===== src/rtl/pulse_sequencer.sv =====
// Pulse sequencer: turns a rising edge on fire_pulse into a burst of
// num_pulses injection pulses. Each pulse is followed by a bx_delay wait,
// a one-cycle check_strobe, and a restore_cnt settle gap. Burst settings
// are latched when the request is accepted, so later input changes only
// affect the next burst.
module pulse_sequencer #(
    parameter int CNT_W = 12,
    parameter int RST_W = 16
) (
    input  logic             clock,
    input  logic             reset,
    input  logic             fire_pulse,
    input  logic [CNT_W-1:0] num_pulses,
    input  logic [3:0]       pulse_width,
    input  logic [3:0]       bx_delay,
    input  logic [RST_W-1:0] restore_cnt,
    output logic             pulse_out,
    output logic             check_strobe,
    output logic             pulser_ready,
    output logic [CNT_W-1:0] pulses_sent
);

    localparam logic [2:0] S_IDLE    = 3'd0;
    localparam logic [2:0] S_PULSE   = 3'd1;
    localparam logic [2:0] S_DELAY   = 3'd2;
    localparam logic [2:0] S_CHECK   = 3'd3;
    localparam logic [2:0] S_RESTORE = 3'd4;

    logic [2:0]       state;
    logic [2:0]       state_n;
    logic [RST_W-1:0] cnt;
    logic [RST_W-1:0] cnt_n;
    logic             fire_d;
    logic             start;
    logic             accept;
    logic [3:0]       w_eff;
    logic [3:0]       w_lat;
    logic [3:0]       d_lat;
    logic [RST_W-1:0] r_lat;
    logic [CNT_W-1:0] n_lat;
    logic [CNT_W-1:0] sent_inc;

    // A request is a rising edge; only accepted while idle with a non-zero count.
    assign start    = fire_pulse & ~fire_d;
    assign accept   = start && (state == S_IDLE) && (num_pulses != '0);
    assign w_eff    = (pulse_width == 4'd0) ? 4'd1 : pulse_width;
    assign sent_inc = pulses_sent + CNT_W'(1);

    // Next-state and phase-counter logic; cnt holds remaining cycles minus one.
    always_comb begin
        state_n = state;
        cnt_n   = cnt;
        case (state)
            S_IDLE: begin
                if (accept) begin
                    state_n = S_PULSE;
                    cnt_n   = RST_W'(w_eff) - RST_W'(1);
                end
            end
            S_PULSE: begin
                if (cnt == '0) begin
                    if (d_lat != 4'd0) begin
                        state_n = S_DELAY;
                        cnt_n   = RST_W'(d_lat) - RST_W'(1);
                    end else begin
                        state_n = S_CHECK;
                    end
                end else begin
                    cnt_n = cnt - RST_W'(1);
                end
            end
            S_DELAY: begin
                if (cnt == '0) begin
                    state_n = S_CHECK;
                end else begin
                    cnt_n = cnt - RST_W'(1);
                end
            end
            S_CHECK: begin
                // pulses_sent is bumped on this same edge, so look one ahead.
                if (r_lat != '0) begin
                    state_n = S_RESTORE;
                    cnt_n   = r_lat - RST_W'(1);
                end else if (sent_inc < n_lat) begin
                    state_n = S_PULSE;
                    cnt_n   = RST_W'(w_lat) - RST_W'(1);
                end else begin
                    state_n = S_IDLE;
                end
            end
            S_RESTORE: begin
                if (cnt == '0) begin
                    if (pulses_sent < n_lat) begin
                        state_n = S_PULSE;
                        cnt_n   = RST_W'(w_lat) - RST_W'(1);
                    end else begin
                        state_n = S_IDLE;
                    end
                end else begin
                    cnt_n = cnt - RST_W'(1);
                end
            end
            default: begin
                state_n = S_IDLE;
                cnt_n   = '0;
            end
        endcase
    end

    // State, edge-detect history and registered outputs decoded from the next state.
    always_ff @(posedge clock) begin
        if (reset) begin
            state        <= S_IDLE;
            cnt          <= '0;
            fire_d       <= 1'b1;
            pulse_out    <= 1'b0;
            check_strobe <= 1'b0;
            pulser_ready <= 1'b1;
            pulses_sent  <= '0;
        end else begin
            state        <= state_n;
            cnt          <= cnt_n;
            fire_d       <= fire_pulse;
            pulse_out    <= (state_n == S_PULSE);
            check_strobe <= (state_n == S_CHECK);
            pulser_ready <= (state_n == S_IDLE);
            if (accept) begin
                pulses_sent <= '0;
            end else if ((state == S_CHECK) && (pulses_sent != n_lat)) begin
                pulses_sent <= sent_inc;
            end
        end
    end

    // Burst settings captured at acceptance; untouched for the rest of the burst.
    always_ff @(posedge clock) begin
        if (accept) begin
            w_lat <= w_eff;
            d_lat <= bx_delay;
            r_lat <= restore_cnt;
            n_lat <= num_pulses;
        end
    end

endmodule

===== config.mk =====
export PLATFORM = sky130hd
export DESIGN_NAME = pulse_sequencer
export DESIGN_NICKNAME = d
export VERILOG_FILES = /design/src/rtl/pulse_sequencer.sv
export SDC_FILE = /design/constraint.sdc
export NUM_CORES = 1
export LEC_CHECK = 0
export CELL_PAD_IN_SITES_DETAIL_PLACEMENT = 1
export CELL_PAD_IN_SITES_GLOBAL_PLACEMENT = 1
export CORE_MARGIN = 5
export CORE_UTILIZATION = 47
export CTS_CLUSTER_DIAMETER = 60
export CTS_CLUSTER_SIZE = 16
export DETAILED_ROUTE_END_ITERATION = 8
export PLACE_DENSITY = 0.86
export SLEW_MARGIN = 20
export SYNTH_ARGS = -nofsm -noshare
export SYNTH_HDL_FRONTEND = slang
export SYNTH_SLANG_ARGS = --single-unit
export TNS_END_PERCENT = 50

===== constraint.sdc =====
create_clock -name clock -period 8.5 [get_ports clock]
set_input_delay 0.85 -clock clock [delete_from_list [all_inputs] [get_ports clock]]
set_output_delay 0.85 -clock clock [all_outputs]
set_load 0.02 [all_outputs]

==> results of run 1 <==
-- per-layer routing --
metal | vias to the layer above | share of wire [%] | track usage [%]
met2 | 98 | 48 | 35.57
met1 | 1819 | 45 | 27.06
met5 | - | 0 | 0
met4 | 0 | 2.2 | 8.128
li1 | 1801 | - | -
met3 | 25 | 5.0 | 3.793
-- worst paths after layout --
check,start,endpoint,slack [ns],cells past startpoint
worst max-delay path,pulses_sent[0],cnt[10],4.89,13
worst min-delay path,cnt[7],cnt[7],0.53,1
worst max register to register,pulses_sent[0],cnt[10],4.89,13
worst min register to register,cnt[7],cnt[7],0.53,1
-- worst max-delay path, stage by stage (launching register included) --
cell	delay (ns)
dfxtp_1	0.43
ha_1	0.24
and3_1	0.23
and3_1	0.25
and3_1	0.26
nand3_1	0.11
xnor2_1	0.15
ha_1	0.32
a21oi_1	0.16
nand2_1	0.08
a211o_1	0.31
o21bai_1	0.38
a31oi_4	0.28
a22o_2	0.33
-- kinds of logic (layout without fill, tap and decap cells) --
| group | Yosys count | after routing | share of synthesized area, % |
|---|---|---|---|
| AND/OR/NAND/NOR | 165 | 165 | 20.60 |
| AO/OA/AOI/OAI | 100 | 100 | 16.26 |
| flip-flops | 71 | 71 | 40.19 |
| buffers and inverters | 49 | 97 | 4.939 |
| XOR/XNOR | 43 | 43 | 8.496 |
| adder cells (fa/ha/maj) | 32 | 32 | 9.032 |
| multiplexers | 2 | 2 | 0.4798 |
-- synthesized netlist by cell type (2+ instances only) --
cell type	n	share of area, %
a22o_2	4	0.90
nand3_1	15	1.7
nor4_1	14	2.0
o31ai_1	2	0.34
inv_1	25	2.1
nor2b_1	6	0.85
ha_1	32	9.0
a211oi_1	4	0.68
nor3b_1	6	1.0
a22oi_1	2	0.34
or3_1	6	0.85
and3_1	6	0.85
dfxtp_1	35	16
xnor2_1	18	3.6
o211ai_1	2	0.34
a21oi_1	17	1.9
nand2b_1	4	0.56
a311o_1	2	0.45
nand3b_1	2	0.34
o22ai_1	5	0.71
o21ai_0	22	2.5
clkbuf_1	17	1.4
edfxtp_1	36	24
a211o_1	5	0.99
buf_6	4	1.0
nor2_1	32	2.7
and2_1	3	0.42
a31o_2	2	0.40
nand2_1	26	2.2
nand4_1	9	1.3
a22o_1	10	2.0
or4_1	5	0.85
o21a_1	3	0.51
a21o_1	2	0.34
xor2_1	25	4.9
nor3_1	16	1.8
or2_2	4	0.56
o21bai_1	2	0.34
-- power by group through the flow --
stage	Clock (mW)	Sequential, mW	Combinational, mW
2_1_floorplan	0	0.426	0.384
3_3_place_gp	0	0.434	0.449
3_5_place_dp	0	0.436	0.463
4_1_cts	0.244	0.429	0.466
5_1_grt	0.258	0.435	0.510
6_report	0.239	0.430	0.470
-- through the flow --
stage                     setup slack (ns)  cell area (um^2)  hold slack, ns  utilization, %
after global placement               5.025              5019          0.5019           54.31
after detailed placement             4.870              5019          0.5106           54.31
final                                4.892              5186          0.5336           56.13
after floorplan                      5.132              4433          0.4841               -
after global routing                 4.678              5186          0.5640           56.13
after CTS                            4.886              5181          0.5319           56.07
-- cell type report --
class	instances	area share [%]
Inverter	26	1.882
Clock inverter	2	0.1930
Multi-Input combinational cell	342	47.00
Tap cell	129	3.112
Clock buffer	14	2.943
Sequential cell	71	34.35
Timing Repair Buffer	55	10.52
-- state kept, by name, indices dropped and copies added, names as in the netlist --
name          cells
d_lat             4
fire_d            1
pulse_out         1
w_lat             4
check_strobe      1
state             3
n_lat            12
cnt              16
r_lat            16
pulses_sent      12
pulser_ready      1
==> results.md, run 1 <==
* Placed Instances at around 620
* Synth cell types at 70
* Period minus WS final at approximately 3.6 ns
* Combinational share of power at 41.3%
* Die Y at ~110 um
* Worst path required time at approximately 8.8 ns
* Highest Clock Rate at 277.1 MHz
* Worst Tran Pin Value at ~0.85 ns
* Crit-path max FO at 14
* Commonest non-fill, non-tap cell in the layout: clkdlybuf4s50_1
* Switching Power at roughly 0.43 mW
* Commonest non-fill, non-tap cells in the layout: clkdlybuf4s50_1, edfxtp_1, dfxtp_1
* Post-CTS Setup Bufs at 0
* Net Sw Frac at 37.74%
* Tot Pwr at 1.139 mW
* # diodes at 0
* Peak VDD IR at approximately 0.000095 V
* Fraction of registers with async set/reset at 0%
* EDFF count, synth at 36
* Final std cells w/o fill at roughly 640
* Critical path data arrival time at a little under 4 ns
* Max Cap Viol at 0
* Final setup violation count at 0
* Clock skew at ~0.016 ns
* P_leak at roughly 2.1 nW
* Ys flop type: edfxtp_1
* Mapped Cells at 462
* Crit. End Element: register
* CP startpoint kind: register
* Internal power at roughly 0.71 mW
* Fillers at 1024
* Total number of yosys warnings at 0
* Buffers on Ports at 53
* Die ar. at around 0.011 mm^2
* CTS Buf Count at 9
* Pin count of the biggest net entering global routing at 30
* Storage element area at between 0.0015 and 0.002 mm^2
* Final #Nets at 576
* Final Hold Fails at 0
* DR iter-0 viols at a little under 200
* CTS root buf: clkbuf_8
* Area Growth Syn to Fin at 16.99%
* HP Class: reg2reg
* Antenna violations before repair at 0
* Skew-Pair Late Insertion Delay at 0.36 ns
* Vias in the first global route at roughly 4000
* Total Routing Usage GR at 21.20%
* Post-DP HPWL at roughly 9000 um
* TritonCTS clock tree: yes
* Final wirelength at around 12000 um
* Die X at approximately 110 um
* I/O pin total at 54
* Drt first pass iters at 4
* CTS Buffer Depth at 2
* Sink Count at slightly above 70
* Via Count at roughly 3700
* Core footprint at about 0.0092 mm^2
* Via density at 5.858
* Setup_tns at 0 ns
* Hold_buf cts at 0
* Syn Std Cell Area at between 0.004 and 0.005 mm^2
* Row Count at 35
* Slew Limit Fails at 0
* Period Utilization, post-route at 42.45%
* Post-route ant nets at 0
* Net Count, Synth at roughly 530
* Initial Util at about 48%
* Area of the multi-input gates at between 0.002 and 0.0025 mm^2
* Flop pwr share at 37.8%
* H-tree levels at 3
* Register area share after synthesis at about two fifths
* Layout cells sized above 1 at 7.647%
* Power per standard cell area at about 220 mW/mm^2
* WL/cell at about 19 um
* Max_slew headroom at between 40% and 50%
* Syn avg cell area at 9.595 um^2
* CP Class: reg2reg
* DRC at 0
* Status: completed
* RSZ-0062 raised after global routing: no
* Number of synthesized register bits at just over 70
* GP Congestion at roughly 0.83
* First-pass GRT wire length at 19350 um
* CTS resizes at 0
* Clk pwr share at between 20% and 30%
* Total global routing overflow at 0
* Reg clk slew, reported paths at around 0.08 ns
No activity file was read; power rests on OpenSTA's default activity.
==> run 2, diff against run 1 <==
Settings changed: CORE_UTILIZATION 47 to 39, PLACE_DENSITY 0.86 to 0.76.
Clock period 8.5 ns to 3.1 ns, I/O delays scaled along.
==> results.md, run 2 (synthesized netlist as in run 1, its figures left out) <==
* Row Count at 39 (+11%)
* H-tree levels at 3 (unchanged)
* Die Y at 116.6 um (+8.9%)
* Hold_buf cts at 0 (unchanged)
* Commonest non-fill, non-tap cell in the layout: clkdlybuf4s50_1
* First-pass GRT wire length at 19970 um (+3.2%)
* CTS Buffer Depth at 2 (unchanged)
* Final wirelength at 12720 um (+7.3%)
* I/O pin total at 54 (unchanged)
* Post-route cell area at 0.005604 mm^2 (+8.1%)
* Vias in the first global route at 3901 (-0.36%)
* Clk pwr share at 28.3% (+7.3 points)
* Hold Path Origin: restore_cnt[5]
* Skew-Pair Late Insertion Delay at 0.35 ns (about the same)
* Period Utilization, post-route at 98.96% (+57 points)
* Layout cells sized above 1 at 14.23% (+6.6 points)
* Placed inst area at 0.005187 mm^2 (+3.4%)
* Final Hold Fails at 0 (unchanged)
* Tot Pwr at 3.578 mW (+210%)
* Antenna violations before repair at 0 (unchanged)
* Worst path bufs/invs at 1 (+1)
* Initial Util at 39.33% (-8.6 points)
* Slew Limit Fails at 0 (unchanged)
* Peak VDD IR at 0.0004140 V (+330%)
* Worst path required time at 3.33 ns (-5.43 ns)
* Pin count of the biggest net entering global routing at 33 (+10%)
* Sink Count at 71 (unchanged)
* Max_slew headroom at 41.77% (-1.2 points)
* Buffers on Ports at 53 (unchanged)
* Via Count at 3861 (+3.2%)
* Period minus WS final at 3.068 ns (-0.5403 ns)
* Highest metal used: met4
* WL/cell at 18.78 um (+1.3%)
* CTS root buf: clkbuf_16
* Highest Clock Rate at 326.0 MHz (+18%)
* Biggest regs: cnt (16), r_lat (16)
* DR iter-0 viols at 193 (-1.0%)
* Switching Power at 1.296 mW (+200%)
* Net Sw Frac at 36.22% (-1.5 points)
* Critical path data arrival time at 3.30 ns (-0.56 ns)
* # diodes at 0 (unchanged)
* Flop pwr share at 32.9% (-4.9 points)
* Max Cap Viol at 0 (unchanged)
* HP Class: in2reg
* DRC at 0 (unchanged)
* WL met1 at 5746 um (+8.6%)
* R2r startpoint: pulses_sent[1]
* Slowest CP cell: dfxtp_4
* CTS Buf Count at 9 (unchanged)
* Power per standard cell area at 638.4 mW/mm^2 (+190%)
* CP startpoint: pulses_sent[1]
* Crit. End Element: register
* Fillers at 1295 (+26%)
* Post-DP HPWL at 9183 um (+0.96%)
* Total global routing overflow at 0 (unchanged)
* Area of the multi-input gates at 0.002541 mm^2 (+4.3%)
* CP Class: reg2reg
* Combinational share of power at 38.8% (-2.5 points)
* Status: completed
* Internal power at 2.282 mW (+220%)
* Storage element area at 0.001790 mm^2 (+0.49%)
* Post-route ant nets at 0 (unchanged)
* Cells along the critical path: ha_4, and3_4, and3_4, and3_4, nand3_4, xnor2_2, ha_1, a21oi_1, nand2_1, a211o_1, o21bai_4, buf_6, nand2_2, a221o_1
* GP Congestion at 0.8427 (+1.2%)
* Final #Nets at 600 (+4.2%)
* Drt first pass iters at 4 (unchanged)
* Routed wire length on met3 at 615 um (+4.1%)
* Area Growth Syn to Fin at 26.42%
* Met2 wire len at 6194 um (+8.5%)
* Die ar. at 0.01360 mm^2 (+19%)
* P_leak at 2.273 nW (+8.5%)
* Total Routing Usage GR at 19.08% (-2.1 points)
* Worst Tran Pin Value at 0.8702 ns (+0.01724 ns)
* Clock skew at 0.006750 ns (-0.008956 ns)
* TritonCTS clock tree: yes
* Via density at 5.703 (-2.6%)
* RSZ-0062 raised after global routing: yes
* CP startpoint kind: register
* Most used cell along the critical path: and3_4
* Commonest non-fill, non-tap cells in the layout: clkdlybuf4s50_1, edfxtp_1, dfxtp_1
* Final setup violation count at 0 (unchanged)
* Reg clk slew, reported paths at 0.06 ns (-0.02 ns)
* Die X at 116.6 um (+8.9%)
* Core footprint at 0.01127 mm^2 (+22%)
* CP top delay family: compound AO/OA/AOI/OAI gates
* Crit-path max FO at 5 (-9)
* CP peak stage delay at 0.38 ns (-0.05 ns)
-- run 2: layout make-up --
class | count | area share [%]
clock inverters | 5 | 0.8707
well taps | 143 | 3.193
flip-flops and latches | 71 | 31.95
multi-input cells | 344 | 45.35
repair buffers | 77 | 12.75
clock buffers | 11 | 4.153
inverters | 26 | 1.741
-- run 2: final timing paths --
kind,end,slack (ns),depth (start not counted)
worst max-delay path,cnt[4],0.03,14
worst max register to register,cnt[4],0.03,14
worst min-delay path,r_lat[5],0.52,1
worst min register to register,cnt[12],0.54,1
-- run 2: worst reg2reg max path: stages, from the launching register on --
cell and delay (ns):
dfxtp_4 0.38, ha_4 0.14, and3_4 0.18, and3_4 0.19, and3_4 0.19, nand3_4 0.08, xnor2_2 0.16, ha_1 0.34
a21oi_1 0.16, nand2_1 0.07, a211o_1 0.31, o21bai_4 0.30, buf_6 0.15, nand2_2 0.03, a221o_1 0.30
-- run 2: power by group through the flow --
stage / Combinational, mW / Sequential (mW) / Clock [mW]
6_report: 1.39 / 1.18 / 1.01
5_1_grt: 1.51 / 1.19 / 1.08
4_1_cts: 1.33 / 1.18 / 1.03
3_5_place_dp: 1.30 / 1.19 / 0
3_3_place_gp: 1.26 / 1.19 / 0
2_1_floorplan: 1.05 / 1.17 / 0
-- run 2: timing repair --
item	in CTS	in global routing
gates cloned	1	1
setup buffers	0	4
setup endpoints to repair	3	20
pin swaps	1	25
gates resized for setup	1	16
-- run 2: metrics by stage --
stage               utilization (%)  hold WS, ns  cells  worst slack [ns]   TNS, ns
CTS                           48.70       0.5086    672           0.01643         0
finish                        49.72       0.5161    677           0.03211         0
floorplan                         -       0.4089    462           0.01590         0
detailed placement            46.02       0.5252    655         -0.008798  -0.01180
global route                  49.72       0.5071    677          -0.06609   -0.5122
global placement              46.02       0.5111    655           0.09478         0
-- run 2: routing by layer --
metal  up-vias  track usage [%]
met5         -                0
met4         0            6.116
met3        12            4.560
met2        93            32.00
met1      1903            24.30
li1       1853                -
==> run 3, diff against run 2 <==
Settings changed: MAX_ROUTING_LAYER from default to met4.
==> results.md, run 3 (synthesized netlist as in run 1, its figures left out) <==
* Buffers on Ports at 53 (unchanged)
* Commonest non-fill, non-tap cells in the layout: clkdlybuf4s50_1, edfxtp_1, dfxtp_1
* P_leak at 2.273 nW (unchanged)
* HP Class: in2reg
* Final wirelength at 12720 um (about the same)
* Hold slack final at 0.5191 ns (+0.002976 ns)
* DR iter-0 viols at 232 (+20%)
* Vias in the first global route at 3901 (unchanged)
* Total global routing overflow at 0 (unchanged)
* Highest Clock Rate at 327.0 MHz (+0.32%)
* Final Hold Fails at 0 (unchanged)
* Pin count of the biggest net entering global routing at 33 (unchanged)
* Status: completed
* Power per standard cell area at 639.0 mW/mm^2 (about the same)
* Die Y at 116.6 um (unchanged)
* CP startpoint kind: register
* Drt first pass iters at 4 (unchanged)
* Die ar. at 0.01360 mm^2 (unchanged)
* Crit. End Element: register
* Most used cell along the critical path: and3_4
* Reg clk slew, reported paths at 0.06 ns (about the same)
* Worst Tran Pin Value at 0.8826 ns (+0.01237 ns)
* Via Count at 3863 (+0.052%)
* CP Class: reg2reg
* Initial Util at 39.33% (unchanged)
* Row Count at 39 (unchanged)
* Final #Nets at 600 (unchanged)
* Final core utilization at 49.72% (unchanged)
* CTS Buffer Depth at 2 (unchanged)
* WL/cell at 18.79 um (about the same)
* GP Congestion at 0.8558 (+1.6%)
* I/O pin total at 54 (unchanged)
* Post-route cell area at 0.005604 mm^2 (unchanged)
* # diodes at 0 (unchanged)
* Critical path data arrival time at 3.29 ns (about the same)
* Max Cap Viol at 0 (unchanged)
* CTS root buf: clkbuf_16
* Slowest CP cell: dfxtp_4
* Slew Limit Fails at 0 (unchanged)
* Area Growth Syn to Fin at 26.42% (unchanged)
* Sink Count at 71 (unchanged)
* First-pass GRT wire length at 19980 um (about the same)
* Antenna violations before repair at 0 (unchanged)
* Skew-Pair Late Insertion Delay at 0.34 ns (about the same)
* Biggest regs: cnt (16), r_lat (16)
* Die X at 116.6 um (unchanged)
* TritonCTS clock tree: yes
* Commonest non-fill, non-tap cell in the layout: clkdlybuf4s50_1
* Core footprint at 0.01127 mm^2 (unchanged)
* Clock skew at 0.004937 ns (-0.001813 ns)
* Layout cells sized above 1 at 14.23% (unchanged)
* Crit-path max FO at 5 (unchanged)
* Via density at 5.706 (about the same)
* RSZ-0062 raised after global routing: yes
* Worst path required time at 3.33 ns (about the same)
* CTS Buf Count at 9 (unchanged)
* Period minus WS final at 3.058 ns (-0.009879 ns)
* Hold_buf cts at 0 (unchanged)
* CP peak stage delay at 0.38 ns (about the same)
* Post-route ant nets at 0 (unchanged)
* Period Utilization, post-route at 98.65% (-0.32 points)
* Fillers at 1295 (unchanged)
* Total Routing Usage GR at 19.68% (+0.60 points)
* Post-DP HPWL at 9183 um (unchanged)
* Final setup violation count at 0 (unchanged)
* Peak VDD IR at 0.0004141 V (about the same)
* Max_slew headroom at 40.94% (-0.83 points)
* Placed inst area at 0.005187 mm^2 (unchanged)
* DRC at 0 (unchanged)
* H-tree levels at 3 (unchanged)
* Cells along the critical path: ha_4, and3_4, and3_4, and3_4, nand3_4, xnor2_2, ha_1, a21oi_1, nand2_1, a211o_1, o21bai_4, buf_6, nand2_2, a221o_1
[run 3: worst paths after layout]
path,from,to,slack [ns],depth (start not counted)
worst min-delay path,restore_cnt[5],r_lat[5],0.52,1
worst max register to register,pulses_sent[1],cnt[4],0.04,14
worst min register to register,cnt[12],cnt[12],0.54,1
worst max-delay path,pulses_sent[1],cnt[4],0.04,14
[run 3: per-layer routing]
layer  global-route usage (%)  wire length (um)  vias up  share of wire, %
met1                    24.43              5641     1887                44
met5                        -                 0        -                 0
met4                    6.193               174        0               1.4
met2                    31.92              6213      114                49
li1                         -                 -     1849                 -
met3                    4.508               690       13               5.4
[run 3: power by group]
part           internal (mW)  switching (mW)
sequential              1.08          0.0968
clock                  0.616           0.397
combinational          0.584           0.806
[run 3: cell type report]
class	count	area (um^2)	share of cell area [%]
multi-input cells	344	2541	45.35
clock inverters	5	48.80	0.8707
clock buffers	11	232.7	4.153
repair buffers	77	714.4	12.75
inverters	26	97.59	1.741
flip-flops and latches	71	1790	31.95
well taps	143	178.9	3.193
[run 3: metrics by stage]
step | instances | total power [mW] | worst slack [ns] | setup TNS (ns)
after floorplan | 462 | 2.221 | 0.01590 | 0
after global placement | 655 | 2.453 | 0.09478 | 0
after detailed placement | 655 | 2.498 | -0.008798 | -0.01180
after CTS | 672 | 3.537 | 0.01643 | 0
after global routing | 677 | 3.779 | -0.06609 | -0.5093
final | 677 | 3.581 | 0.04199 | 0
[run 3: what timing repair did]
item                       in CTS  in global routing
gates cloned                    1                  1
pin swaps                       1                 25
setup endpoints to repair       3                 20
gates resized for setup         1                 16
setup buffers                   0                  4
[run 3: critical path: cells and delay by family (launching register included)]
family | cells | cell delay [ns]
AO/OA/AOI/OAI | 4 | 1.06
AND/OR/NAND/NOR | 6 | 0.73
adder cells (fa/ha/maj) | 2 | 0.48
flip-flops | 1 | 0.38
XOR/XNOR | 1 | 0.16
buffers and inverters | 1 | 0.15
